## src/rtl/hilo_muldiv_pkg.sv

```systemverilog
// Shared definitions for the EX-stage multiply/divide unit.
// Holds the ALU decoder op codes consumed by hilo_muldiv, the datapath
// sizing, the FSM state encoding and small op-code classification helpers.
package hilo_muldiv_pkg;

    localparam int MD_DATA_W   = 32;
    localparam int MD_DIV_ITER = 32;

    // Op codes as produced by the ALU decoder.
    localparam logic [7:0] EXE_MFHI_OP  = 8'b0001_0000;
    localparam logic [7:0] EXE_MTHI_OP  = 8'b0001_0001;
    localparam logic [7:0] EXE_MFLO_OP  = 8'b0001_0010;
    localparam logic [7:0] EXE_MTLO_OP  = 8'b0001_0011;
    localparam logic [7:0] EXE_MULT_OP  = 8'b0001_1000;
    localparam logic [7:0] EXE_MULTU_OP = 8'b0001_1001;
    localparam logic [7:0] EXE_DIV_OP   = 8'b0001_1010;
    localparam logic [7:0] EXE_DIVU_OP  = 8'b0001_1011;

    typedef enum logic [2:0] {
        ST_IDLE    = 3'd0,
        ST_MUL     = 3'd1,
        ST_DIV_RUN = 3'd2,
        ST_DIV_FIX = 3'd3,
        ST_DONE    = 3'd4
    } md_state_e;

    function automatic logic is_mul_op(input logic [7:0] op);
        return (op == EXE_MULT_OP) || (op == EXE_MULTU_OP);
    endfunction

    function automatic logic is_div_op(input logic [7:0] op);
        return (op == EXE_DIV_OP) || (op == EXE_DIVU_OP);
    endfunction

    function automatic logic is_md_op(input logic [7:0] op);
        return is_mul_op(op) || is_div_op(op);
    endfunction

endpackage

```

## src/rtl/hilo_muldiv_div_radix2.sv

```systemverilog
// Sequential unsigned restoring divider, one quotient bit per cycle.
// Ports:
//   clk, resetn         clock, asynchronous active-low reset
//   start               load dividend/divisor and begin DIV_ITER steps
//   abort               drop any division in progress
//   dividend, divisor   unsigned operands, sampled when start is high
//   quotient, remainder results, valid the cycle after done
//   done                high in the cycle whose edge performs the final step
module hilo_muldiv_div_radix2
    import hilo_muldiv_pkg::*;
#(
    parameter int DATA_W   = MD_DATA_W,
    parameter int DIV_ITER = MD_DIV_ITER
) (
    input  logic              clk,
    input  logic              resetn,
    input  logic              start,
    input  logic              abort,
    input  logic [DATA_W-1:0] dividend,
    input  logic [DATA_W-1:0] divisor,
    output logic [DATA_W-1:0] quotient,
    output logic [DATA_W-1:0] remainder,
    output logic              done
);

    localparam int CNT_W = $clog2(DIV_ITER);

    logic [DATA_W-1:0] rem;
    logic [DATA_W-1:0] quo;
    logic [DATA_W-1:0] dsr;
    logic [CNT_W-1:0]  count;
    logic              busy;
    logic [DATA_W:0]   trial;

    // Partial remainder with the next dividend bit shifted in, minus divisor.
    // Bit DATA_W set means the subtraction borrowed and the step restores.
    assign trial = {rem, quo[DATA_W-1]} - {1'b0, dsr};

    // Combinational so the controller can leave its run state on the same
    // edge that performs the last step.
    assign done      = busy && (count == CNT_W'(DIV_ITER - 1));
    assign quotient  = quo;
    assign remainder = rem;

    always_ff @(posedge clk or negedge resetn) begin
        if (!resetn) begin
            rem   <= '0;
            quo   <= '0;
            dsr   <= '0;
            count <= '0;
            busy  <= 1'b0;
        end else if (abort) begin
            busy  <= 1'b0;
            count <= '0;
        end else if (start) begin
            rem   <= '0;
            quo   <= dividend;
            dsr   <= divisor;
            count <= '0;
            busy  <= 1'b1;
        end else if (busy) begin
            if (!trial[DATA_W]) begin
                rem <= trial[DATA_W-1:0];
                quo <= {quo[DATA_W-2:0], 1'b1};
            end else begin
                rem <= {rem[DATA_W-2:0], quo[DATA_W-1]};
                quo <= {quo[DATA_W-2:0], 1'b0};
            end
            count <= count + CNT_W'(1);
            if (done) begin
                busy <= 1'b0;
            end
        end
    end

endmodule

```

## src/rtl/hilo_muldiv.sv

```systemverilog
// EX-stage multiply/divide unit with the HI/LO register pair.
// MULT/MULTU complete in 2 stalled cycles, DIV/DIVU in 34; MTHI/MTLO write
// directly from IDLE. Only DATA_W = DIV_ITER = 32 is supported.
// Ports:
//   clk, resetn     clock, asynchronous active-low reset
//   alucontrol_i    op code from the ALU decoder
//   start_i         EX-stage instruction valid
//   a_i, b_i        rs / rt operand values
//   flush_i         exception flush, aborts any operation in progress
//   stall_o         combinational pipeline hold for IF..EX
//   hi_o, lo_o      HI and LO registers
//
// state      | meaning
// -----------+----------------------------------------------------------
// ST_IDLE    | waiting; accepts md ops, performs MTHI/MTLO writes
// ST_MUL     | operands latched; edge writes 64-bit product to HI/LO
// ST_DIV_RUN | divider core stepping, 32 cycles
// ST_DIV_FIX | sign / divide-by-zero correction; edge writes HI/LO
// ST_DONE    | result visible, stall released, start_i ignored
module hilo_muldiv
    import hilo_muldiv_pkg::*;
#(
    parameter int DATA_W   = MD_DATA_W,
    parameter int DIV_ITER = MD_DIV_ITER
) (
    input  logic              clk,
    input  logic              resetn,
    input  logic [7:0]        alucontrol_i,
    input  logic              start_i,
    input  logic [DATA_W-1:0] a_i,
    input  logic [DATA_W-1:0] b_i,
    input  logic              flush_i,
    output logic              stall_o,
    output logic [DATA_W-1:0] hi_o,
    output logic [DATA_W-1:0] lo_o
);

    md_state_e         state;
    logic [DATA_W-1:0] hi;
    logic [DATA_W-1:0] lo;
    logic [DATA_W-1:0] op_a;
    logic [DATA_W-1:0] op_b;
    logic              sgn;
    logic              a_neg;
    logic              b_neg;
    logic              div_zero;

    logic              idle_req;
    logic              div_start;
    logic              div_signed;
    logic [DATA_W-1:0] div_dividend;
    logic [DATA_W-1:0] div_divisor;
    logic [DATA_W-1:0] quotient;
    logic [DATA_W-1:0] remainder;
    logic              div_done;
    logic [DATA_W-1:0] q_fix;
    logic [DATA_W-1:0] r_fix;

    logic [2*DATA_W-1:0] mul_a;
    logic [2*DATA_W-1:0] mul_b;
    logic [2*DATA_W-1:0] product;

    assign hi_o = hi;
    assign lo_o = lo;

    assign idle_req = (state == ST_IDLE) && start_i;
    assign stall_o  = (idle_req && is_md_op(alucontrol_i))
                    || (state == ST_MUL) || (state == ST_DIV_RUN) || (state == ST_DIV_FIX);

    // Magnitudes go straight into the core at accept time; 32'h80000000
    // negates to itself, which the unsigned core handles correctly.
    assign div_signed   = (alucontrol_i == EXE_DIV_OP);
    assign div_start    = idle_req && !flush_i && is_div_op(alucontrol_i);
    assign div_dividend = (div_signed && a_i[DATA_W-1]) ? -a_i : a_i;
    assign div_divisor  = (div_signed && b_i[DATA_W-1]) ? -b_i : b_i;

    hilo_muldiv_div_radix2 #(
        .DATA_W   (DATA_W),
        .DIV_ITER (DIV_ITER)
    ) u_div_radix2 (
        .clk       (clk),
        .resetn    (resetn),
        .start     (div_start),
        .abort     (flush_i),
        .dividend  (div_dividend),
        .divisor   (div_divisor),
        .quotient  (quotient),
        .remainder (remainder),
        .done      (div_done)
    );

    // a_neg/b_neg are only ever set for signed DIV, so no extra qualifier.
    assign q_fix = (a_neg ^ b_neg) ? -quotient : quotient;
    assign r_fix = a_neg ? -remainder : remainder;

    // Extending both operands to 2*DATA_W (sign or zero per op) makes the
    // low 2*DATA_W bits of a plain product equal the 33x33 signed product.
    assign mul_a   = {{DATA_W{sgn & op_a[DATA_W-1]}}, op_a};
    assign mul_b   = {{DATA_W{sgn & op_b[DATA_W-1]}}, op_b};
    assign product = mul_a * mul_b;

    always_ff @(posedge clk or negedge resetn) begin
        if (!resetn) begin
            state    <= ST_IDLE;
            hi       <= '0;
            lo       <= '0;
            op_a     <= '0;
            op_b     <= '0;
            sgn      <= 1'b0;
            a_neg    <= 1'b0;
            b_neg    <= 1'b0;
            div_zero <= 1'b0;
        end else if (flush_i) begin
            state <= ST_IDLE;
        end else begin
            case (state)
                ST_IDLE: begin
                    if (start_i) begin
                        case (alucontrol_i)
                            EXE_MULT_OP, EXE_MULTU_OP: begin
                                op_a  <= a_i;
                                op_b  <= b_i;
                                sgn   <= (alucontrol_i == EXE_MULT_OP);
                                state <= ST_MUL;
                            end
                            EXE_DIV_OP, EXE_DIVU_OP: begin
                                op_a     <= a_i;
                                op_b     <= b_i;
                                sgn      <= div_signed;
                                a_neg    <= div_signed & a_i[DATA_W-1];
                                b_neg    <= div_signed & b_i[DATA_W-1];
                                div_zero <= (b_i == '0);
                                state    <= ST_DIV_RUN;
                            end
                            EXE_MTHI_OP: hi <= a_i;
                            EXE_MTLO_OP: lo <= a_i;
                            default: ;
                        endcase
                    end
                end
                ST_MUL: begin
                    {hi, lo} <= product;
                    state    <= ST_DONE;
                end
                ST_DIV_RUN: begin
                    if (div_done) begin
                        state <= ST_DIV_FIX;
                    end
                end
                ST_DIV_FIX: begin
                    // Divide by zero bypasses the sign fix and returns the
                    // raw dividend, not its magnitude.
                    if (div_zero) begin
                        lo <= '1;
                        hi <= op_a;
                    end else begin
                        lo <= q_fix;
                        hi <= r_fix;
                    end
                    state <= ST_DONE;
                end
                ST_DONE: state <= ST_IDLE;
                default: state <= ST_IDLE;
            endcase
        end
    end

endmodule
```

## config.mk

```make
export PLATFORM = sky130hd
export DESIGN_NAME = hilo_muldiv
export DESIGN_NICKNAME = d
export VERILOG_FILES = /design/src/rtl/hilo_muldiv_pkg.sv /design/src/rtl/hilo_muldiv_div_radix2.sv /design/src/rtl/hilo_muldiv.sv
export SDC_FILE = /design/constraint.sdc
export NUM_CORES = 2
export LEC_CHECK = 0
export ABC_AREA = 0
export CAP_MARGIN = 20
export CORE_UTILIZATION = 45
export CTS_BUF_LIST = sky130_fd_sc_hd__clkbuf_4 sky130_fd_sc_hd__clkbuf_8
export CTS_CLUSTER_DIAMETER = 150
export DETAILED_ROUTE_END_ITERATION = 7
export GPL_ROUTABILITY_DRIVEN = 0
export HOLD_SLACK_MARGIN = 0.03
export PLACE_DENSITY = 0.72
export SETUP_SLACK_MARGIN = 0.3
export SYNTH_ARGS = -nofsm -noshare
export SYNTH_HDL_FRONTEND = slang
export SYNTH_SLANG_ARGS = --single-unit
export TNS_END_PERCENT = 10
```

## constraint.sdc

```tcl
create_clock -name clk -period 20.1 [get_ports clk]
set_input_delay 3.015 -clock clk [delete_from_list [all_inputs] [get_ports clk]]
set_output_delay 3.015 -clock clk [all_outputs]
set_load 0.005 [all_outputs]
```

==> out/metrics.csv <==
stage,metric,value,unit
job,drv_cap,0,
synth,synth.avg_cell_area,8.91,µm²
synth,ys_seq_area_share,11.2,%
detailed_routing,drc,0,
place,port_buffers,140,
sta,hold_viol_final,0,
sta,rsz0062_at_grt,no,
synth,async_flop_share,100,%
place,dp.cells,7319,
detailed_routing,vias,41277,
power_and_ir_drop,ir_drop,0.0601,mV
critical_path,worstSetupEndpointType,flip-flop,
detailed_routing,antenna_left,0,
layout,layoutNonFillerInstCount,7393,
detailed_routing,wl_per_cell,20.4,µm
power_and_ir_drop,p_leak,27.2,nW
die,initial_utilization,45.4,%
global_routing,grt_overflow,0,
detailed_routing,first_pass_iters,6,
global_routing,grt_pass1_wl,242000,µm
sta,tightest_slew,1.06,ns
sta,setup_slack,10.81,ns
die,design.portCount,141,
cts,clock_latency,0.61,ns
detailed_routing,routed_via_density,5.58,
synth,yosysUniqueCellTypes,80,
place,place.detailed.hpwl,120000,µm
critical_path,r2r_start,sgn,
die,die_h,345,µm
sta,drv_slew,0,
place,dpl_cell_area,55500,µm²
sta,setup_tns,0,ns
cts,clk_pin_slew,0.06,ns
synth,synth-seq-cells,237,
critical_path,r2r_cells,26,
critical_path,cp-start-kind,flip-flop,
synth,synth_edf_count,0,
cts,cts_tree,yes,
synth,synth_cells,5930,
detailed_routing,routed_wirelength,151000,µm
layout,areaGrowthSynthToFinish,6.78,%
layout,drive_gt1_share,4.81,%
critical_path,cp-endpoint,hi_o[31],
cts,clock_sinks,237,
sta,clock_skew,0.0472,ns
cts,cts_root_buffer,clkbuf_8,
synth,syn_area,52900,µm²
layout,fin_nets,7290,
cts,clk_path_buf_depth,3,
place,place_ws,10.89,ns
critical_path,r2r_end,hi_o[31],
critical_path,crit_arrival,9.82,ns
critical_path,path_max_fanout,22,
sta,fmax,108,MHz
cts,cts_hold_buf,0,
die,core,116000,µm²
min_path,hp-class,reg2reg,
sta,fin_crit,9.29,ns
die,die_area,119000,µm²
synth,syn_nets,7382,
sta,period_share,46.2,%
global_routing,grt_start_max_net_pins,120,
critical_path,crit_type,reg2reg,
critical_path,worst_ep_required_time,20.62,ns
cts,cts_resized,0,
critical_path,r2r_slack,10.81,ns
critical_path,crit_start,sgn,
synth,synth_ff_type,dfrtp_1,
synth,ys.warnings.count,0,
global_routing,grt_pass1_vias,43437,
die,rows,125,
global_routing,grt_usage,26.2,%
global_routing,antenna_found_initial,4,
detailed_routing,drt_iter0_drc,3485,
cts,post_cts_buffers,0,
sta,setup_viol_count_final,0,
power_and_ir_drop,powerDensity,34.4,nW/µm²
cts,htree_levels,2,
cts,numCtsBuffers,40,
sta,slew_headroom,29.2,%
layout,finish.utilization,48.5,%
layout,final_design_area_no_fill,56400,µm²
outcome,outcome,"complete, no violations",
die,die_x,345,µm
placed cells by master, fill, tap and decap left out, types with 106 or more instances in the layout:
master,synthesis,routed
a21oi_1,163,162
and2_1,352,352
clkdlybuf4s50_1,0,139
dfrtp_1,237,226
fa_1,1126,1126
ha_1,250,250
inv_1,1189,1189
nand2_1,974,973
nor2_1,168,166
o21ai_0,252,252
xnor2_1,107,106
xor2_1,117,117
cell families (layout without fill, tap and decap cells):
group / Yosys count / count (layout) / synth area share, %
AO/OA/AOI/OAI: 693 / 693 / 8.04
XOR/XNOR: 224 / 224 / 3.71
adder cells (fa/ha/maj): 1376 / 1376 / 48.6
buffers and inverters: 1549 / 1485 / 11.0
flip-flops: 237 / 237 / 11.2
multiplexers: 107 / 107 / 2.19
other: 0 / 3 / 0
AND/OR/NAND/NOR: 1744 / 1744 / 15.2
flip-flops by register name, summed over array words and instances (netlist names), 3 cells and up:
name                    flops
hi_o                       32
lo_o                       32
op_a                       32
op_b                       32
u_div_radix2.dsr           32
u_div_radix2.quotient      32
u_div_radix2.remainder     32
u_div_radix2.count          5
state                       3
synth_stat cells, types with 24 or more instances:
master	instances	area (µm²)
inv_1	1189	4460
fa_1	1126	22500
nand2_1	974	3660
and2_1	352	2200
clkbuf_1	351	1320
o21ai_0	252	1260
ha_1	250	3130
dfrtp_1	237	5930
nor2_1	168	631
a21oi_1	163	816
xor2_1	117	1020
xnor2_1	107	937
mux2_2	67	754
a31oi_1	41	257
nor3_1	41	205
mux2i_1	40	400
a21o_1	39	293
nand3_1	38	190
and3_1	36	225
o31ai_1	32	240
or3_1	24	150
how the worst min path moves through the flow:
stage                          from              endpoint  slack (ns)  depth (start not counted)
6_report       u_div_radix2.dsr[19]  u_div_radix2.dsr[19]        0.48                          2
5_1_grt         u_div_radix2.dsr[9]   u_div_radix2.dsr[9]        0.50                          2
4_1_cts        u_div_radix2.dsr[19]  u_div_radix2.dsr[19]        0.48                          2
3_5_place_dp   u_div_radix2.dsr[19]  u_div_radix2.dsr[19]        0.47                          2
3_3_place_gp   u_div_radix2.dsr[19]  u_div_radix2.dsr[19]        0.46                          2
2_1_floorplan  u_div_radix2.dsr[10]  u_div_radix2.dsr[10]        0.45                          2
metal layers:
layer / vias to the layer above / global-route usage (%) / share of wire [%]
li1: 17766 / - / -
met1: 21063 / 33.9 / 38
met2: 2023 / 42.8 / 47
met3: 421 / 4.48 / 9.4
met4: 4 / 12.3 / 5.5
met5: - / 0.801 / 0.092
where the power goes:
group          switching (W)  total [W]  internal (W)  leakage (nW)
sequential         0.0000587   0.000569      0.000510          3.15
combinational       0.000535   0.000846      0.000311          23.5
clock               0.000229   0.000525      0.000296         0.484
total               0.000823    0.00194       0.00112          27.2
final cells by class:
cell class / instances / area (µm²)
fillers: 10945 / 59900
multi-input cells: 4144 / 41100
flip-flops and latches: 237 / 5940
inverters: 1189 / 4460
repair buffers: 226 / 2060
well taps: 1524 / 1910
clock buffers: 57 / 716
clock inverters: 13 / 205
diodes: 3 / 7.51
through the flow:
step / hold slack (ns) / power, W
2_1_floorplan: 0.450 / 0.00107
3_3_place_gp: 0.461 / 0.00139
3_5_place_dp: 0.470 / 0.00141
4_1_cts: 0.484 / 0.00192
5_1_grt: 0.496 / 0.00204
6_report: 0.479 / 0.00194
worst max-delay path, cell delays in order, from the launching register on:
cell and delay (ns):
dfrtp_1 0.93, and2_1 0.62, nand2_1 0.23, inv_1 0.13
fa_1 0.39, inv_1 0.24, fa_1 0.50, inv_1 0.20
fa_1 0.49, fa_1 0.85, inv_1 0.33, fa_1 0.55
inv_1 0.05, fa_1 0.52, inv_1 0.05, fa_1 0.45
fa_1 0.49, inv_1 0.04, ha_1 0.36, a2111oi_0 0.43
a21oi_1 0.22, a2111oi_0 0.39, o21bai_1 0.17, a21oi_1 0.18
xnor2_1 0.14, nand2_1 0.07, a31oi_1 0.16
Note: power is estimated with default switching activity, not from simulation.
